===== config.mk =====
export PLATFORM = sky130hd
export DESIGN_NAME = queue_tracker
export DESIGN_NICKNAME = d
export VERILOG_FILES = /design/src/rtl/qm_pkg.sv /design/src/rtl/photo_debounce.sv /design/src/rtl/queue_tracker.sv
export SDC_FILE = /design/constraint.sdc
export NUM_CORES = 1
export LEC_CHECK = 0
export CAP_MARGIN = 30
export CORE_ASPECT_RATIO = 0.75
export CORE_MARGIN = 2
export CORE_UTILIZATION = 45
export DETAILED_ROUTE_END_ITERATION = 10
export PLACE_DENSITY = 0.81
export SLEW_MARGIN = 10
export SYNTH_ARGS = -nofsm -noshare
export SYNTH_HDL_FRONTEND = slang
export SYNTH_SLANG_ARGS = --single-unit

===== constraint.sdc =====
create_clock -name clk -period 2.5 [get_ports clk]
set_input_delay 0.625 -clock clk [delete_from_list [all_inputs] [get_ports clk]]
set_output_delay 0.625 -clock clk [all_outputs]
set_load 0.05 [all_outputs]

===== src/rtl/qm_pkg.sv =====
// Shared constants and types for the QueueManager front end.
package qm_pkg;

  localparam int PCOUNT_W = 3;
  localparam int TCOUNT_W = 2;
  localparam int ADDR_W   = TCOUNT_W + PCOUNT_W;

  localparam logic [PCOUNT_W-1:0] PCOUNT_MAX = 3'd7;

  // Debounce counter is sized for the largest supported debounce length (15).
  localparam int DEB_CNT_W = 4;

  typedef enum logic {
    IDLE    = 1'b0,
    BLOCKED = 1'b1
  } beam_state_e;

endpackage : qm_pkg


===== src/rtl/photo_debounce.sv =====
// Photocell beam qualifier: 2-flop synchroniser, debounce counter and a
// two-state FSM that emits a one-cycle event when a qualified block is released.
//
//   state   | meaning
//   --------+-----------------------------------------------------------
//   IDLE    | beam clear, or blocked for fewer than DEB synchronised cycles
//   BLOCKED | beam blocked for at least DEB cycles; release emits an event
module photo_debounce
  import qm_pkg::*;
#(
  parameter int unsigned DEB = 4
) (
  input  logic clk,
  input  logic rst,
  input  logic photo,
  output logic photo_event
);

  localparam logic [DEB_CNT_W-1:0] DEB_LAST = DEB_CNT_W'(DEB - 1);

  logic                 s1_q, s2_q;
  beam_state_e          state_q, state_d;
  logic [DEB_CNT_W-1:0] cnt_q, cnt_d;
  logic                 event_q, event_d;

  // Next-state logic: count consecutive synchronised-high cycles while idle,
  // and count the person only on release of a qualified block.
  always_comb begin
    state_d = state_q;
    cnt_d   = '0;
    event_d = 1'b0;
    case (state_q)
      IDLE: begin
        if (s2_q) begin
          if (cnt_q == DEB_LAST) begin
            state_d = BLOCKED;
            cnt_d   = '0;
          end else begin
            cnt_d = cnt_q + DEB_CNT_W'(1);
          end
        end
      end
      BLOCKED: begin
        if (!s2_q) begin
          state_d = IDLE;
          event_d = 1'b1;
        end
      end
      default: state_d = IDLE;
    endcase
  end

  // Synchroniser, FSM state, counter and registered event output.
  always_ff @(posedge clk) begin
    if (rst) begin
      s1_q    <= 1'b0;
      s2_q    <= 1'b0;
      state_q <= IDLE;
      cnt_q   <= '0;
      event_q <= 1'b0;
    end else begin
      s1_q    <= photo;
      s2_q    <= s1_q;
      state_q <= state_d;
      cnt_q   <= cnt_d;
      event_q <= event_d;
    end
  end

  assign photo_event = event_q;

endmodule : photo_debounce


===== src/rtl/queue_tracker.sv =====
// Queue occupancy tracker: counts people entering (back beam) and leaving
// (front beam), and forms the wait-time ROM address plus status flags.
module queue_tracker
  import qm_pkg::*;
#(
  parameter int unsigned DEB = 4
) (
  input  logic                clk,
  input  logic                rst,
  input  logic                Bphoto,
  input  logic                Fphoto,
  input  logic [TCOUNT_W-1:0] Tcount,
  output logic [PCOUNT_W-1:0] Pcount,
  output logic [ADDR_W-1:0]   address,
  output logic                full,
  output logic                empty,
  output logic                upd,
  output logic                alarm
);

  logic                entry_evt, exit_evt;
  logic [PCOUNT_W-1:0] pcount_q, pcount_d;
  logic                upd_q, upd_d;
  logic                alarm_q, alarm_d;

  photo_debounce #(.DEB(DEB)) u_back (
    .clk         (clk),
    .rst         (rst),
    .photo       (Bphoto),
    .photo_event (entry_evt)
  );

  photo_debounce #(.DEB(DEB)) u_front (
    .clk         (clk),
    .rst         (rst),
    .photo       (Fphoto),
    .photo_event (exit_evt)
  );

  // Occupancy update; simultaneous entry and exit cancel out, and
  // overflow/underflow attempts hold the count and latch the alarm.
  always_comb begin
    pcount_d = pcount_q;
    upd_d    = 1'b0;
    alarm_d  = alarm_q;
    case ({entry_evt, exit_evt})
      2'b10: begin
        if (pcount_q != PCOUNT_MAX) begin
          pcount_d = pcount_q + PCOUNT_W'(1);
          upd_d    = 1'b1;
        end else begin
          alarm_d = 1'b1;
        end
      end
      2'b01: begin
        if (pcount_q != '0) begin
          pcount_d = pcount_q - PCOUNT_W'(1);
          upd_d    = 1'b1;
        end else begin
          alarm_d = 1'b1;
        end
      end
      default: ;
    endcase
  end

  // Count, update pulse and sticky alarm registers.
  always_ff @(posedge clk) begin
    if (rst) begin
      pcount_q <= '0;
      upd_q    <= 1'b0;
      alarm_q  <= 1'b0;
    end else begin
      pcount_q <= pcount_d;
      upd_q    <= upd_d;
      alarm_q  <= alarm_d;
    end
  end

  assign Pcount  = pcount_q;
  assign address = {Tcount, pcount_q};
  assign full    = (pcount_q == PCOUNT_MAX);
  assign empty   = (pcount_q == '0);
  assign upd     = upd_q;
  assign alarm   = alarm_q;

endmodule : queue_tracker


* Word-level counts from Yosys, hierarchy flattened
Cells that the tools add are included.
** Operators by class
- $add $sub $neg :: 4
- Equality and inequality tests :: 10
- Muxes and demuxes :: 19
- Bitwise logic cells :: 4
- Reduce and logical (&&, ||, !) cells :: 9
** Operators by type and width (count)
- $mux W1 :: 12
- $add A4 B1 Y4 const B :: 2
- $eq A4 B2 Y1 const B :: 2
- $ne A2 B2 Y1 const B :: 4
- $pmux W1 S2 :: 4
- $reduce_or A4 Y1 :: 2
- $mux W3 :: 2
- $pmux W3 S2 :: 1
- $reduce_and A3 Y1 :: 2
- $not A1 Y1 :: 4
- $reduce_or A2 Y1 :: 2
- $add A3 B1 Y3 const B :: 1
- $eq A3 B3 Y1 const B :: 1
- $logic_not A3 Y1 :: 1
- $ne A3 B3 Y1 const B :: 1
- $reduce_bool A3 Y1 :: 1
- $sub A3 B1 Y3 const B :: 1
- $eq A2 B1 Y1 const B :: 1
- $eq A2 B2 Y1 const B :: 1
- $reduce_bool A2 Y1 :: 1
** Word-level totals
- Bits in registers :: 21
- Input port bits :: 6
- Output and inout port bits :: 12
- Logic and storage cells :: 59

* Depth between registers and ports, before layout
Gate-level depths: netlist of run 1.
- Word-level depth :: 4
- Depth in mapped cells :: 8
- Depth with buffers taken out :: 8

* Modules after synthesis
A second synthesis of run 1 with hierarchy kept.
** Second synthesis, totals
- Cells, all modules :: 89
- Area, all modules :: 873.3 µm²
** By module, submodules not included
- photo_debounce :: times used 2, cells an instance 25, area each 266.5 µm², sequential area each 160.2 µm²
- queue_tracker :: times used 1, cells an instance 39, area each 340.3 µm², sequential area each 100.1 µm²

* Worst setup path before layout of run 1
Ideal clock, no wire load.
- Path kind :: register -> output
- Start :: register pcount_q[1], in the netlist Pcount[1]
- End :: output empty
- Data arrival time :: 1.363 ns
- Data required time :: 1.875 ns
- Path slack :: 0.512 ns
- Cell stages (with the launch flop) :: 2
- Buffers on the path :: 0
- Path through :: dfxtp_1 nor3_2
** On the way
- Longest elaborated chain between the ends :: 1
** Ends and longest elaborated chain
- start: declaration :: line queue_tracker.sv:22 : logic [PCOUNT_W-1:0] pcount_q, pcount_d;
- start signal: assignment :: line queue_tracker.sv:74 : pcount_q <= pcount_d;
- $logic_not A3 Y1 :: line queue_tracker.sv:83 : assign empty = (pcount_q == '0);
- end: declaration :: line queue_tracker.sv:16 : output logic empty,
No other way between the ends.

* Worst setup path after layout of run 1
- Start :: register pcount_q[1], in the netlist Pcount[1]
- End :: output Pcount[1]
** RTL lines
- end: declaration :: line queue_tracker.sv:13 : output logic [PCOUNT_W-1:0] Pcount,
No word-level cell between the ends.

==> impl_metrics.toml, run 1 <==
[floorplan]
initial_utilization = 0.488
rows = 13
die-area_sq_um = 2290
chipHeight_um = 42.0
fp.dieW_um = 54.7
io_pins = 18
core_area_sq_um = 1770

[worst_setup_path]
timing.rr.end = "Pcount[2]$_SDFFE_PP0P_"
worst-path-max-fanout = 7
path_cells = "clkdlybuf4s50_1"
r2r_setup_slack_ns = 0.84
r2r_cells = 8
path_delay_family = "buffers and inverters"
max_stage_delay_ns = 0.86
end_kind = "output pin"
crit_buf_inv = 1
crit_required_ns = 1.88
worstSetupStartpointType = "register"
crit_slowest_cell = "clkdlybuf4s50_1"
r2r_start = "u_back.photo_event$_SDFF_PP0_"
worstPathArrival_ns = 1.63
setup.worst_path.class = "register to output pin"

[detailed_routing]
routed_wl_um = 1250
vias = 592
first_pass_iters = 2
postRouteAntennaNets = 0
wire_per_inst_um = 10.4
routed_via_density = 4.93
drc = 0
drt_iter0_markers = 6

[grt]
grt_pass1_vias = 519
grt_max_degree = 18
antenna_found_initial = 0
grt.total_usage = 0.131
grt_overflow_total = 0
grt_first_pass_wirelength_um = 2160

[logic_synthesis]
synthCells = 87
syn-cell-area_sq_um = 866
synth_nets = 99
synth.yosys.seq_area_share = 0.486
synth-seq-cells = 21
synth.distinct_cells = 22
synthTopCellsByArea = "dfxtp_1 49%, ha_1 8.7%, nor2_1 6.1%"
synth_top_cell_by_area = "dfxtp_1"
avgSynthCellArea_sq_um = 9.95
yosys_warnings = 0
yosysTopAreaCellShare = 0.486

[clocking]
clk_pin_slew_ns = 0.11
cts_tree = "yes"
cts_inserted_buffers = 3
htreeDepth = 1
root_buffer = "clkbuf_4"
cts_num_sinks = 21
clk_path_buf_depth = 2
insertion_delay_ns = 0.30
postCtsSetupBuffers = 0
postCtsHoldBufs = 0

[cells_and_area]
diodes = 0
syn_to_final_growth_pct = 16.8
layout_commonest_cell = "dfxtp_1"
final_area_sq_um = 1010
layout.nets = 111
drive_gt1_frac = 0.0714
layout_common_cells = "21 x dfxtp_1, 14 x nor2_1, 11 x clkdlybuf4s50_1"
instances_no_fill = 120

[worst_hold_path]
hold_path_end = "u_front.photo_event$_SDFF_PP0_"
hp-class = "register to register"
hp-start = "u_front.s2_q$_SDFF_PP0_"
holdPathStages = 1

[timing]
finalSetupViolations = 0
tns_ns = 0
maxSlewHeadroom = 0.650
rsz0062_at_grt = "no"
skew_ns = 0.00528
final_hold_viol_count = 0
fin_crit_ns = 2.26
fmax_mhz = 443
holdWs_ns = 0.439
layout_worst_path_cycle_share = 0.904
tightest_slew_ns = 0.524
final_max_slew_viol_count = 0

[placed_design]
dp_hpwl_um = 948
dpl.cell_count = 116
gp_congestion = 0.678
place_area_sq_um = 982
port_buffers = 13

[outcome]
status = "completed"

[power]
pwr_density_cell_nw_per_um2 = 505
leakage_nw = 0.395
ir_drop_mv = 0.411

[run]
max_cap_violations = 0
==> through the flow <==
step           utilization  setup slack, ns  power [W]
2_1_floorplan            -            0.512   0.000364
3_5_place_dp         0.554            0.339   0.000362
5_1_grt              0.570            0.158   0.000535
3_3_place_gp         0.554            0.387   0.000361
6_report             0.570            0.241   0.000511
4_1_cts              0.569           0.0415   0.000520
==> layer usage <==
| metal | GRT usage | up-vias | part of all wire |
|---|---|---|---|
| met4 | 0.0600 | 0 | 0.018 |
| met1 | 0.162 | 265 | 0.46 |
| met2 | 0.188 | 15 | 0.44 |
| met3 | 0.0643 | 5 | 0.076 |
| met5 | 0 | - | 0 |
| li1 | - | 307 | - |
==> cell type report <==
| type | count | area (sq um) |
|---|---|---|
| Clock buffer | 3 | 22.5 |
| Clock inverter | 1 | 5.00 |
| Fill cell | 162 | 762 |
| Inverter | 5 | 18.8 |
| Multi-Input combinational cell | 55 | 385 |
| Sequential cell | 21 | 420 |
| Tap cell | 22 | 27.5 |
| Timing Repair Buffer | 13 | 131 |
==> logic make-up after synthesis <==
logic type / count (synthesis) / share of synthesized area
adders and majority gates: 6 / 0.0867
and+or+nand+nor: 33 / 0.214
AOI/OAI and AO/OA: 10 / 0.0838
buffers and inverters: 11 / 0.0694
xor gates and xnor gates: 6 / 0.0607
DFF: 21 / 0.486
==> cells in the mapped netlist <==
| library cell | count |
|---|---|
| ha_1 | 6 |
| clkbuf_1 | 1 |
| inv_1 | 5 |
| a21oi_1 | 5 |
| nand3_1 | 2 |
| xor2_1 | 3 |
| nand3b_1 | 2 |
| nor3_1 | 1 |
| nor3_2 | 1 |
| a221oi_2 | 1 |
| o31ai_1 | 1 |
| a31o_1 | 1 |
| nor2b_1 | 5 |
| and3_4 | 1 |
| xnor2_1 | 3 |
| dfxtp_1 | 21 |
| a211oi_1 | 1 |
| nor3b_1 | 5 |
| buf_4 | 5 |
| nand2b_1 | 2 |
| a2bb2oi_1 | 1 |
| nor2_1 | 14 |
==> power breakdown <==
| part | switching [W] | leakage [nW] | internal, W | total [W] |
|---|---|---|---|---|
| clock network | 0.0000971 | 0.0177 | 0.0000596 | 0.000157 |
| registers | 0.00000192 | 0.170 | 0.000338 | 0.000340 |
| logic | 0.00000615 | 0.208 | 0.00000779 | 0.0000139 |
| total | 0.000105 | 0.395 | 0.000406 | 0.000511 |
==> timing repair <==
action / 4_1_cts / 5_1_grt
resized for setup: 1 / 1
setup endpoints to repair: 1 / 1
hold endpoints to repair: 0 / 0
==> worst max path at each step <==
stage | from | endpoint | slack, ns | depth (start not counted)
6_report | Pcount[1]$_SDFFE_PP0P_ | Pcount[1] | 0.24 | 1
5_1_grt | Pcount[1]$_SDFFE_PP0P_ | address[1] | 0.16 | 1
4_1_cts | Pcount[1]$_SDFFE_PP0P_ | full | 0.04 | 2
3_5_place_dp | Pcount[2]$_SDFFE_PP0P_ | empty | 0.34 | 2
3_3_place_gp | Pcount[1]$_SDFFE_PP0P_ | empty | 0.39 | 2
2_1_floorplan | Pcount[1]$_SDFFE_PP0P_ | empty | 0.51 | 1
Note: power is estimated with default switching activity, not from simulation.
==> run 2, diff against run 1 <==
CORE_ASPECT_RATIO = unset   (was 0.75)
==> impl_metrics.toml, run 2 (synthesized netlist as in run 1, its figures left out) <==
[floorplan]
rows = 15
die-area_sq_um = 2290
chipHeight_um = 47.9
io_pins = 18
core_area_sq_um = 1760
initial_utilization = 0.491
fp.dieW_um = 47.9

[power]
leakage_nw = 0.374
pwr-share-comb = 0.028
clock_power_share = 0.309
p_int_w = 0.000408
p_sw_w = 0.000105
netSwitchingFraction = 0.204
p_seq_frac = 0.663
pwr_density_cell_nw_per_um2 = 508
ir_drop_mv = 0.284

[clocking]
htreeDepth = 1
cts_inserted_buffers = 3
clk_pin_slew_ns = 0.11
cts_num_sinks = 21
root_buffer = "clkbuf_4"
clk_path_buf_depth = 2
cts_tree = "yes"
insertion_delay_ns = 0.30

[grt]
grt.total_usage = 0.132
grt_first_pass_wirelength_um = 2000
grt_pass1_vias = 514
grt_overflow_total = 0
antenna_found_initial = 0
grt_max_degree = 18

[run]
max_cap_violations = 0

[timing]
final_max_slew_viol_count = 0
tns_ns = 0
maxSlewHeadroom = 0.621
rsz0062_at_grt = "no"
tightest_slew_ns = 0.567
fin_crit_ns = 2.42
finalSetupViolations = 0
layout_worst_path_cycle_share = 0.968
skew_ns = 0.00294
fmax_mhz = 413
holdWs_ns = 0.452
final_hold_viol_count = 0

[detailed_routing]
drc = 0
dr_wl_met3_um = 71
drt_iter0_markers = 3
wire_per_inst_um = 10.2
routed_via_density = 4.68
routed_wl_um = 1250
wl_met2_um = 575
vias = 576
wl_met1_um = 588
postRouteAntennaNets = 0
first_pass_iters = 4
highest_layer = "met4"

[worst_setup_path]
timing.rr.end = "Pcount[2]$_SDFFE_PP0P_"
r2r_start = "u_back.photo_event$_SDFF_PP0_"
r2r_setup_slack_ns = 0.84
setup.worst_path.start = "Pcount[1]$_SDFFE_PP0P_"
worstSetupStartpointType = "register"
setup.worst_path.class = "register to output pin"
crit_required_ns = 1.88
worst-path-max-fanout = 7
worstPathArrival_ns = 1.80
end_kind = "output pin"
r2r_cells = 8

[cells_and_area]
syn_to_final_growth_pct = 16.8
layout.nets = 111
diodes = 0
multi_input_area_sq_um = 385
nFillCells = 162
layout_commonest_cell = "dfxtp_1"
final_area_sq_um = 1010
drive_gt1_frac = 0.0612
regArea_sq_um = 420
layout_common_cells = "21 x dfxtp_1, 14 x nor2_1, 12 x clkdlybuf4s50_1"
instances_no_fill = 123

[worst_hold_path]
hp-start = "u_back.s2_q$_SDFF_PP0_"
hold_path_end = "u_back.photo_event$_SDFF_PP0_"
holdPathStages = 1
hp-class = "register to register"

[placed_design]
dp_hpwl_um = 933
place_area_sq_um = 986
dpl.cell_count = 119
gp_congestion = 0.707
port_buffers = 13

[outcome]
status = "completed"
==> run 2: per-stage QoR <==
stage	setup slack [ns]	total power (W)	utilization
floorplan	0.512	0.000364	-
global placement	0.393	0.000361	0.559
detailed placement	0.343	0.000362	0.559
CTS	0.0605	0.000521	0.573
global route	0.00158	0.000536	0.573
finish	0.0798	0.000513	0.573
==> run 2: per-layer routing <==
metal	track usage	vias up
met1	0.140	254
met5	0	-
met3	0.0453	2
li1	-	306
met4	0.0973	0
met2	0.216	14
==> run 2: worst max path at each step <==
stage               endpoint  depth (start not counted)  slack, ns
CTS                     full                          2       0.06
global route            full                          2      0.002
floorplan              empty                          1       0.51
finish                  full                          2       0.08
detailed placement     empty                          2       0.34
global placement       empty                          2       0.39
==> run 2: worst max-delay path, cell delays in order, from the launching register on <==
cell             delay [ns]
dfxtp_1                0.46
and3_4                 0.24
clkdlybuf4s50_1        0.80
==> run 2: power groups by stage <==
stage	combinational (W)	sequential (W)	clock (W)
after floorplan	0.0000161	0.000347	0
after global placement	0.0000136	0.000348	0
after detailed placement	0.0000145	0.000348	0
after CTS	0.0000146	0.000340	0.000166
after global routing	0.0000161	0.000341	0.000179
final	0.0000143	0.000340	0.000159
==> run 2: final cells by class <==
type	instances	share of cell area
flip-flops and latches	21	0.416
well taps	25	0.0309
clock buffers	4	0.0260
multi-input cells	55	0.381
inverters	5	0.0186
repair buffers	13	0.127
==> run 2: timing repair <==
action                     in CTS  in global routing
hold buffers                    0                  0
buffers inserted                0                  0
gates resized for setup         1                  0
setup endpoints to repair       1                  0
